File: config.mk
export PLATFORM = sky130hd
export DESIGN_NAME = mont_exp_flat
export DESIGN_NICKNAME = d
export VERILOG_FILES = /design/src/rtl/mont_pkg.sv /design/src/rtl/mont_exp_if.sv /design/src/rtl/lzc_msb.sv /design/src/rtl/mont_exp.sv /design/src/flat_wrapper.sv
export SDC_FILE = /design/constraint.sdc
export NUM_CORES = 1
export LEC_CHECK = 0
export BUFFER_PORTS_ARGS = -buffer_cell sky130_fd_sc_hd__buf_4
export CAP_MARGIN = 20
export CORE_MARGIN = 10
export CORE_UTILIZATION = 40
export DETAILED_ROUTE_END_ITERATION = 10
export GPL_TIMING_DRIVEN = 0
export PLACE_DENSITY_LB_ADDON = 0.25
export SKIP_LAST_GASP = 1
export SLEW_MARGIN = 20
export SYNTH_ARGS = -nofsm -noshare
export SYNTH_HDL_FRONTEND = slang
export SYNTH_SLANG_ARGS = --single-unit
File: constraint.sdc
create_clock -name clk -period 4.4 [get_ports clk]
set_input_delay 0.22 -clock clk [delete_from_list [all_inputs] [get_ports clk]]
set_output_delay 0.22 -clock clk [all_outputs]
set_load 0.05 [all_outputs]
File: src/rtl/mont_pkg.sv
// Shared types and sizing for the Montgomery exponentiation sequencer.
package mont_pkg;

  localparam int W  = 128;
  localparam int EW = 128;

  typedef enum logic [1:0] {
    ST_IDLE,
    ST_ISSUE,
    ST_WAIT,
    ST_FIN
  } state_t;

  typedef enum logic {
    OP_SQR,
    OP_MUL
  } op_kind_t;

endpackage

File: src/rtl/mont_exp_if.sv
// Start/address/done handshake between the sequencer and the multiplier.
interface mont_exp_if #(
  parameter int W = 128
);

  logic          mm_start;
  logic [31:0]   mm_A_addr;
  logic [31:0]   mm_B_addr;
  logic [31:0]   mm_N_addr;
  logic [31:0]   mm_res_addr;
  logic          mm_done;
  logic [W-1:0]  mm_result;

  // Sequencer side
  modport master (
    output mm_start, mm_A_addr, mm_B_addr, mm_N_addr, mm_res_addr,
    input  mm_done, mm_result
  );

  // Multiplier side
  modport slave (
    input  mm_start, mm_A_addr, mm_B_addr, mm_N_addr, mm_res_addr,
    output mm_done, mm_result
  );

endinterface

File: src/rtl/lzc_msb.sv
// Priority encoder: index of the most significant set bit plus an all-zero flag.
module lzc_msb #(
  parameter int EW = 128
) (
  input  logic [EW-1:0]         vec,
  output logic [$clog2(EW)-1:0] msb_idx,
  output logic                  zero
);

  localparam int KW = $clog2(EW);

  // Later (higher) set bits overwrite earlier ones, leaving the MSB index.
  always_comb begin
    msb_idx = '0;
    zero    = ~|vec;
    for (int i = 0; i < EW; i++) begin
      if (vec[i]) msb_idx = KW'(i);
    end
  end

endmodule

File: src/rtl/mont_exp.sv
// Left-to-right square-and-multiply sequencer driving mont_mul. Chooses
// operand/result addresses only; the multiplier does all memory traffic.
module mont_exp
  import mont_pkg::*;
#(
  parameter int W  = mont_pkg::W,
  parameter int EW = mont_pkg::EW
) (
  input  logic          clk,
  input  logic          rst,
  input  logic          start,
  input  logic [EW-1:0] exp,
  input  logic [31:0]   base_addr,
  input  logic [31:0]   one_addr,
  input  logic [31:0]   N_addr,
  input  logic [31:0]   scratch_addr,
  input  logic [31:0]   res_addr,
  mont_exp_if.master    mm,
  output logic          busy,
  output logic          done,
  output logic [W-1:0]  result,
  output logic [8:0]    op_count
);

  localparam int KW   = $clog2(EW);
  localparam int SLOT = W / 8;

  state_t        state_reg, state_next;
  op_kind_t      op_reg, op_next;
  logic [EW-1:0] exp_reg, exp_next;
  logic [KW-1:0] idx_reg, idx_next;
  logic          last_reg, last_next;
  logic          acc_t0_reg, acc_t0_next;  // acc lives in T0 (else T1)
  logic [31:0]   base_reg, base_next;
  logic [31:0]   n_reg, n_next;
  logic [31:0]   t0_reg, t0_next;
  logic [31:0]   t1_reg, t1_next;
  logic [31:0]   res_reg, res_next;
  logic          mm_start_reg, mm_start_next;
  logic [31:0]   a_reg, a_next;
  logic [31:0]   b_reg, b_next;
  logic [31:0]   r_reg, r_next;
  logic          busy_reg, busy_next;
  logic          done_reg, done_next;
  logic [W-1:0]  result_reg, result_next;
  logic [8:0]    cnt_reg, cnt_next;

  logic [KW-1:0] lz_idx;
  logic          lz_zero;

  lzc_msb #(.EW(EW)) u_lzc (
    .vec     (exp),
    .msb_idx (lz_idx),
    .zero    (lz_zero)
  );

  // First op is last when the exponent is zero (Mont(R,R)) or has only bit 0 set.
  logic first_last;
  assign first_last = lz_zero | (lz_idx == '0);

  // Candidate follow-on op, derived from the op that just completed.
  logic          take_mul;
  op_kind_t      nop;
  logic [KW-1:0] nidx;
  logic          nlast;
  logic [31:0]   acc_addr;
  logic [31:0]   ndest;

  assign take_mul = (op_reg == OP_SQR) && exp_reg[idx_reg];
  assign nop      = take_mul ? OP_MUL : OP_SQR;
  assign nidx     = take_mul ? idx_reg : idx_reg - 1'b1;
  assign nlast    = (nidx == '0) && ((nop == OP_MUL) || !exp_reg[0]);
  assign acc_addr = acc_t0_reg ? t0_reg : t1_reg;
  assign ndest    = nlast ? res_reg : (acc_t0_reg ? t1_reg : t0_reg);

  // Next-state and registered-output logic.
  always_comb begin
    state_next    = state_reg;
    op_next       = op_reg;
    exp_next      = exp_reg;
    idx_next      = idx_reg;
    last_next     = last_reg;
    acc_t0_next   = acc_t0_reg;
    base_next     = base_reg;
    n_next        = n_reg;
    t0_next       = t0_reg;
    t1_next       = t1_reg;
    res_next      = res_reg;
    mm_start_next = 1'b0;
    a_next        = a_reg;
    b_next        = b_reg;
    r_next        = r_reg;
    busy_next     = busy_reg;
    done_next     = 1'b0;
    result_next   = result_reg;
    cnt_next      = cnt_reg;

    case (state_reg)
      ST_IDLE: begin
        if (start) begin
          exp_next      = exp;
          base_next     = base_addr;
          n_next        = N_addr;
          t0_next       = scratch_addr;
          t1_next       = scratch_addr + 32'(SLOT);
          res_next      = res_addr;
          op_next       = OP_MUL;
          idx_next      = lz_idx;
          last_next     = first_last;
          acc_t0_next   = 1'b1;
          a_next        = one_addr;
          b_next        = lz_zero ? one_addr : base_addr;
          r_next        = first_last ? res_addr : scratch_addr;
          mm_start_next = 1'b1;
          busy_next     = 1'b1;
          cnt_next      = 9'd1;
          state_next    = ST_ISSUE;
        end
      end
      ST_ISSUE: begin
        state_next = ST_WAIT;
      end
      ST_WAIT: begin
        if (mm.mm_done) begin
          if (last_reg) begin
            result_next = mm.mm_result;
            done_next   = 1'b1;
            busy_next   = 1'b0;
            state_next  = ST_FIN;
          end else begin
            op_next       = nop;
            idx_next      = nidx;
            last_next     = nlast;
            acc_t0_next   = !acc_t0_reg;
            a_next        = acc_addr;
            b_next        = (nop == OP_MUL) ? base_reg : acc_addr;
            r_next        = ndest;
            mm_start_next = 1'b1;
            cnt_next      = cnt_reg + 9'd1;
            state_next    = ST_ISSUE;
          end
        end
      end
      ST_FIN: begin
        state_next = ST_IDLE;
      end
      default: state_next = ST_IDLE;
    endcase
  end

  // State and output registers with synchronous reset.
  always_ff @(posedge clk) begin
    if (rst) begin
      state_reg    <= ST_IDLE;
      op_reg       <= OP_SQR;
      exp_reg      <= '0;
      idx_reg      <= '0;
      last_reg     <= 1'b0;
      acc_t0_reg   <= 1'b0;
      base_reg     <= '0;
      n_reg        <= '0;
      t0_reg       <= '0;
      t1_reg       <= '0;
      res_reg      <= '0;
      mm_start_reg <= 1'b0;
      a_reg        <= '0;
      b_reg        <= '0;
      r_reg        <= '0;
      busy_reg     <= 1'b0;
      done_reg     <= 1'b0;
      result_reg   <= '0;
      cnt_reg      <= '0;
    end else begin
      state_reg    <= state_next;
      op_reg       <= op_next;
      exp_reg      <= exp_next;
      idx_reg      <= idx_next;
      last_reg     <= last_next;
      acc_t0_reg   <= acc_t0_next;
      base_reg     <= base_next;
      n_reg        <= n_next;
      t0_reg       <= t0_next;
      t1_reg       <= t1_next;
      res_reg      <= res_next;
      mm_start_reg <= mm_start_next;
      a_reg        <= a_next;
      b_reg        <= b_next;
      r_reg        <= r_next;
      busy_reg     <= busy_next;
      done_reg     <= done_next;
      result_reg   <= result_next;
      cnt_reg      <= cnt_next;
    end
  end

  assign mm.mm_start    = mm_start_reg;
  assign mm.mm_A_addr   = a_reg;
  assign mm.mm_B_addr   = b_reg;
  assign mm.mm_N_addr   = n_reg;
  assign mm.mm_res_addr = r_reg;
  assign busy           = busy_reg;
  assign done           = done_reg;
  assign result         = result_reg;
  assign op_count       = cnt_reg;

endmodule

File: src/flat_wrapper.sv
// flat-port wrapper written by rule: the top's interface ports become plain ports
module mont_exp_flat import mont_pkg::*;
#(
  parameter int W  = mont_pkg::W,
  parameter int EW = mont_pkg::EW
)
  (clk, rst, start, exp, base_addr, one_addr, N_addr, scratch_addr, res_addr, busy, done, result, op_count, mm_mm_start, mm_mm_A_addr, mm_mm_B_addr, mm_mm_N_addr, mm_mm_res_addr, mm_mm_done, mm_mm_result);
  mont_exp_if #(.W(W)) mm_i ();
  input  logic clk;
  input  logic rst;
  input  logic start;
  input  logic [EW-1:0] exp;
  input  logic [31:0] base_addr;
  input  logic [31:0] one_addr;
  input  logic [31:0] N_addr;
  input  logic [31:0] scratch_addr;
  input  logic [31:0] res_addr;
  output logic busy;
  output logic done;
  output logic [W-1:0] result;
  output logic [8:0] op_count;
  output wire logic [$bits(mm_i.mm_start)-1:0] mm_mm_start;
  output wire logic [$bits(mm_i.mm_A_addr)-1:0] mm_mm_A_addr;
  output wire logic [$bits(mm_i.mm_B_addr)-1:0] mm_mm_B_addr;
  output wire logic [$bits(mm_i.mm_N_addr)-1:0] mm_mm_N_addr;
  output wire logic [$bits(mm_i.mm_res_addr)-1:0] mm_mm_res_addr;
  input wire logic [$bits(mm_i.mm_done)-1:0] mm_mm_done;
  input wire logic [$bits(mm_i.mm_result)-1:0] mm_mm_result;
  assign mm_mm_start = mm_i.mm_start;
  assign mm_mm_A_addr = mm_i.mm_A_addr;
  assign mm_mm_B_addr = mm_i.mm_B_addr;
  assign mm_mm_N_addr = mm_i.mm_N_addr;
  assign mm_mm_res_addr = mm_i.mm_res_addr;
  assign mm_i.mm_done = mm_mm_done;
  assign mm_i.mm_result = mm_mm_result;
  mont_exp #(.W(W), .EW(EW)) u_core (.clk(clk), .rst(rst), .start(start), .exp(exp), .base_addr(base_addr), .one_addr(one_addr), .N_addr(N_addr), .scratch_addr(scratch_addr), .res_addr(res_addr), .mm(mm_i), .busy(busy), .done(done), .result(result), .op_count(op_count));
endmodule
==> impl_metrics.tcl <==
set metrics [dict create \
    antenna_found_initial 11 \
    vias_per_cell 5.55 \
    clock_skew_ns 0.0263 \
    die_w_um 268 \
    synth_ff_type "dfxtp_1" \
    worst-path-max-fanout 10 \
    htreeDepth 2 \
    port_buffers 684 \
    gp_congestion 0.942 \
    cpPeakStageDelay_ns 0.41 \
    layout.nets 4750 \
    seqCellArea_mm2 0.0107 \
    syn_nets 3586 \
    die-area_mm2 0.0720 \
    worstPathCellList "buf_2, clkbuf_4, clkbuf_4, mux4_2, mux2i_1, o41ai_1, a311oi_2, a311oi_4, mux2i_2, nand4_1, buf_2, o21ai_0, a221oi_1" \
    place_inst 4629 \
    antenna_left 0 \
    overflow 0 \
    layout_common_cells "949 x nand2_1, 689 x buf_4, 532 x dfxtp_1" \
    die_y_um 268 \
    clock_latency_ns 0.63 \
    synth_area_mm2 0.0246 \
    async_flop_share_pct 0 \
    setup_viol 0 \
    cap_violations 0 \
    cts_tree "yes" \
    synth_edf_count 0 \
    stdcell_count 5167 \
    slowest_stage "o41ai_1" \
    critPathCaptureType "flop" \
    synth_top_area_share_pct 43.2 \
    clk_pin_slew_ns 0.07 \
    ys_seq_area_share_pct 43.2 \
    period_share_pct 95.6 \
    period_needed_ns 4.21 \
    num_vias 28700 \
    max_freq_mhz 238 \
    slew_violations 0 \
    initial_core_util_pct 40.6 \
    drc 0 \
    synth_area_leaders "dfxtp_1 43%, nand2_1 14%, a21oi_1 10%" \
    drive_gt1_share_pct 22.0 \
    fin_util_pct 60.8 \
    synth_cell_types 76 \
    root_buffer "clkbuf_16" \
    leakagePower_uw 0.0146 \
    wl_per_cell_um 23.3 \
    drtIter0Drc 3132 \
    syn_avg_cell_area_um2 7.79 \
    worstSetupStartpointType "flop" \
    coreArea_mm2 0.0607 \
    worstSetupPathType "flop to flop" \
    row_count 90 \
    ys_warn_count 0 \
    final_common_cell "nand2_1" \
    n_fill_cell 5359 \
    tightestPinTransition_ns 1.26 \
    cp.arrival_ns 4.69 \
    max-vdd-ir-drop_v 0.000290 \
    cpLargestDelayFamily "buffers and inverters" \
    ys_ff_latch 532 \
    grt_pass1_vias 28000 \
    area_growth_pct 49.7 \
    drt_first_pass_iters 6 \
    yosys.area.top_type "dfxtp_1" \
    grt_pass1_wl_um 174000 \
    required_ns 4.88 \
    multiInputGateArea_mm2 0.0128 \
    grt_usage_pct 31.6 \
    wirelength_um 120000 \
    ioPinCount 688 \
    numClockSinks 532 \
    cts.path.max_buffers 3 \
    dpl.hpwl_um 89100 \
    rsz0062_at_grt "false" \
    hold_path_class "primary input to flop" \
    hold_viol_final 0 \
    cts_inserted_buffers 59 \
    grt_max_degree 16 \
    relSlewSlack_pct 16.3 \
    powerDensity_mw_per_mm2 361 \
    syn_inst 3163 \
    outcome "finished, final reports clean" \
    critical_path_buf_inv_count 4 \
]
## Yosys cell counts (9+ instances only)
cell type,number
a31o_2,28
nor4_1,32
nor3_1,28
o211ai_1,36
a211oi_1,63
nand2_1,949
inv_1,57
mux2i_1,91
o21ai_0,73
mux2_4,30
buf_2,18
nand4_1,15
or3_1,18
nand3_1,19
dfxtp_1,532
a21oi_1,515
mux4_2,23
buf_1,24
o211ai_2,28
xor2_1,20
a31oi_1,9
nor2_1,192
o221ai_1,10
nand2b_1,13
clkbuf_1,188
a311oi_1,13
mux2_2,30
## worst paths after layout
kind	from	end	slack [ns]	depth (start not counted)
max	u_core.idx_reg[1]$_SDFFE_PP0P_	u_core.mm.mm_res_addr[3]$_SDFFE_PP0P_	0.19	13
min	one_addr[30]	u_core.mm.mm_B_addr[30]$_SDFFE_PP0P_	0.02	4
max reg2reg	u_core.idx_reg[1]$_SDFFE_PP0P_	u_core.mm.mm_res_addr[3]$_SDFFE_PP0P_	0.19	13
min reg2reg	u_core.res_reg[15]$_SDFFE_PP0P_	u_core.res_reg[15]$_SDFFE_PP0P_	0.45	2
## cell type report
cell class | count | share of cell area, %
timing repair buffer | 1103 | 25.3
buffer | 239 | 2.67
clock inverter | 24 | 0.536
tap | 782 | 2.65
inverter | 57 | 0.580
multi-input combinational | 2335 | 34.7
sequential | 532 | 28.9
antenna | 13 | 0.0881
clock buffer | 82 | 4.62
## logic make-up (layout without fill, tap and decap cells)
logic type	Yosys count	in the layout	synth area share, %
XOR/XNOR	25	25	0.888
other	0	13	0
AO/OA/AOI/OAI	832	832	20.5
buffers and inverters	296	1505	4.84
multiplexers	174	174	8.99
AND/OR/NAND/NOR	1301	1301	21.4
adder cells (fa/ha/maj)	3	3	0.152
flip-flops	532	532	43.2
## routing by layer
metal	track usage [%]	wire (µm)	share of wire (%)
met1	37.9	45600	38
met2	53.1	57700	48
met3	8.33	11900	9.9
met4	12.9	5120	4.3
met5	0	13	0.011
## what timing repair did
| action | in CTS | in global routing |
|---|---|---|
| cloned | 0 | 0 |
| hold endpoints to repair | 477 | 0 |
| pin swaps | 1 | 1 |
| gates resized for setup | 2 | 3 |
| setup endpoints to repair | 32 | 34 |
| hold buffers | 417 | 0 |
| setup buffers | 1 | 1 |
## report_power, final
part	total, µW	internal, µW	switching (µW)
sequential	5280	5110	177
clock	4950	2810	2140
combinational	3080	1210	1870
## per-stage QoR
stage	power [µW]	setup TNS [ns]	setup slack (ns)	area, µm²	hold slack [ns]
4_1_cts	13300	0	0.0509	36900	0.000985
6_report	13300	0	0.194	36900	0.0169
3_3_place_gp	8030	-4.61	-0.194	30800	0.439
5_1_grt	13700	0	0.0856	36900	0.0329
3_5_place_dp	8050	-4.46	-0.195	30800	0.443
2_1_floorplan	6910	0	1.39	24600	0.356
## tightest hold or removal path, cell delays in order
cell      delay [ns]
buf_4           0.08
mux2_4          0.13
o211ai_2        0.07
a21oi_1         0.11
(Power assumes the default switching activity.)
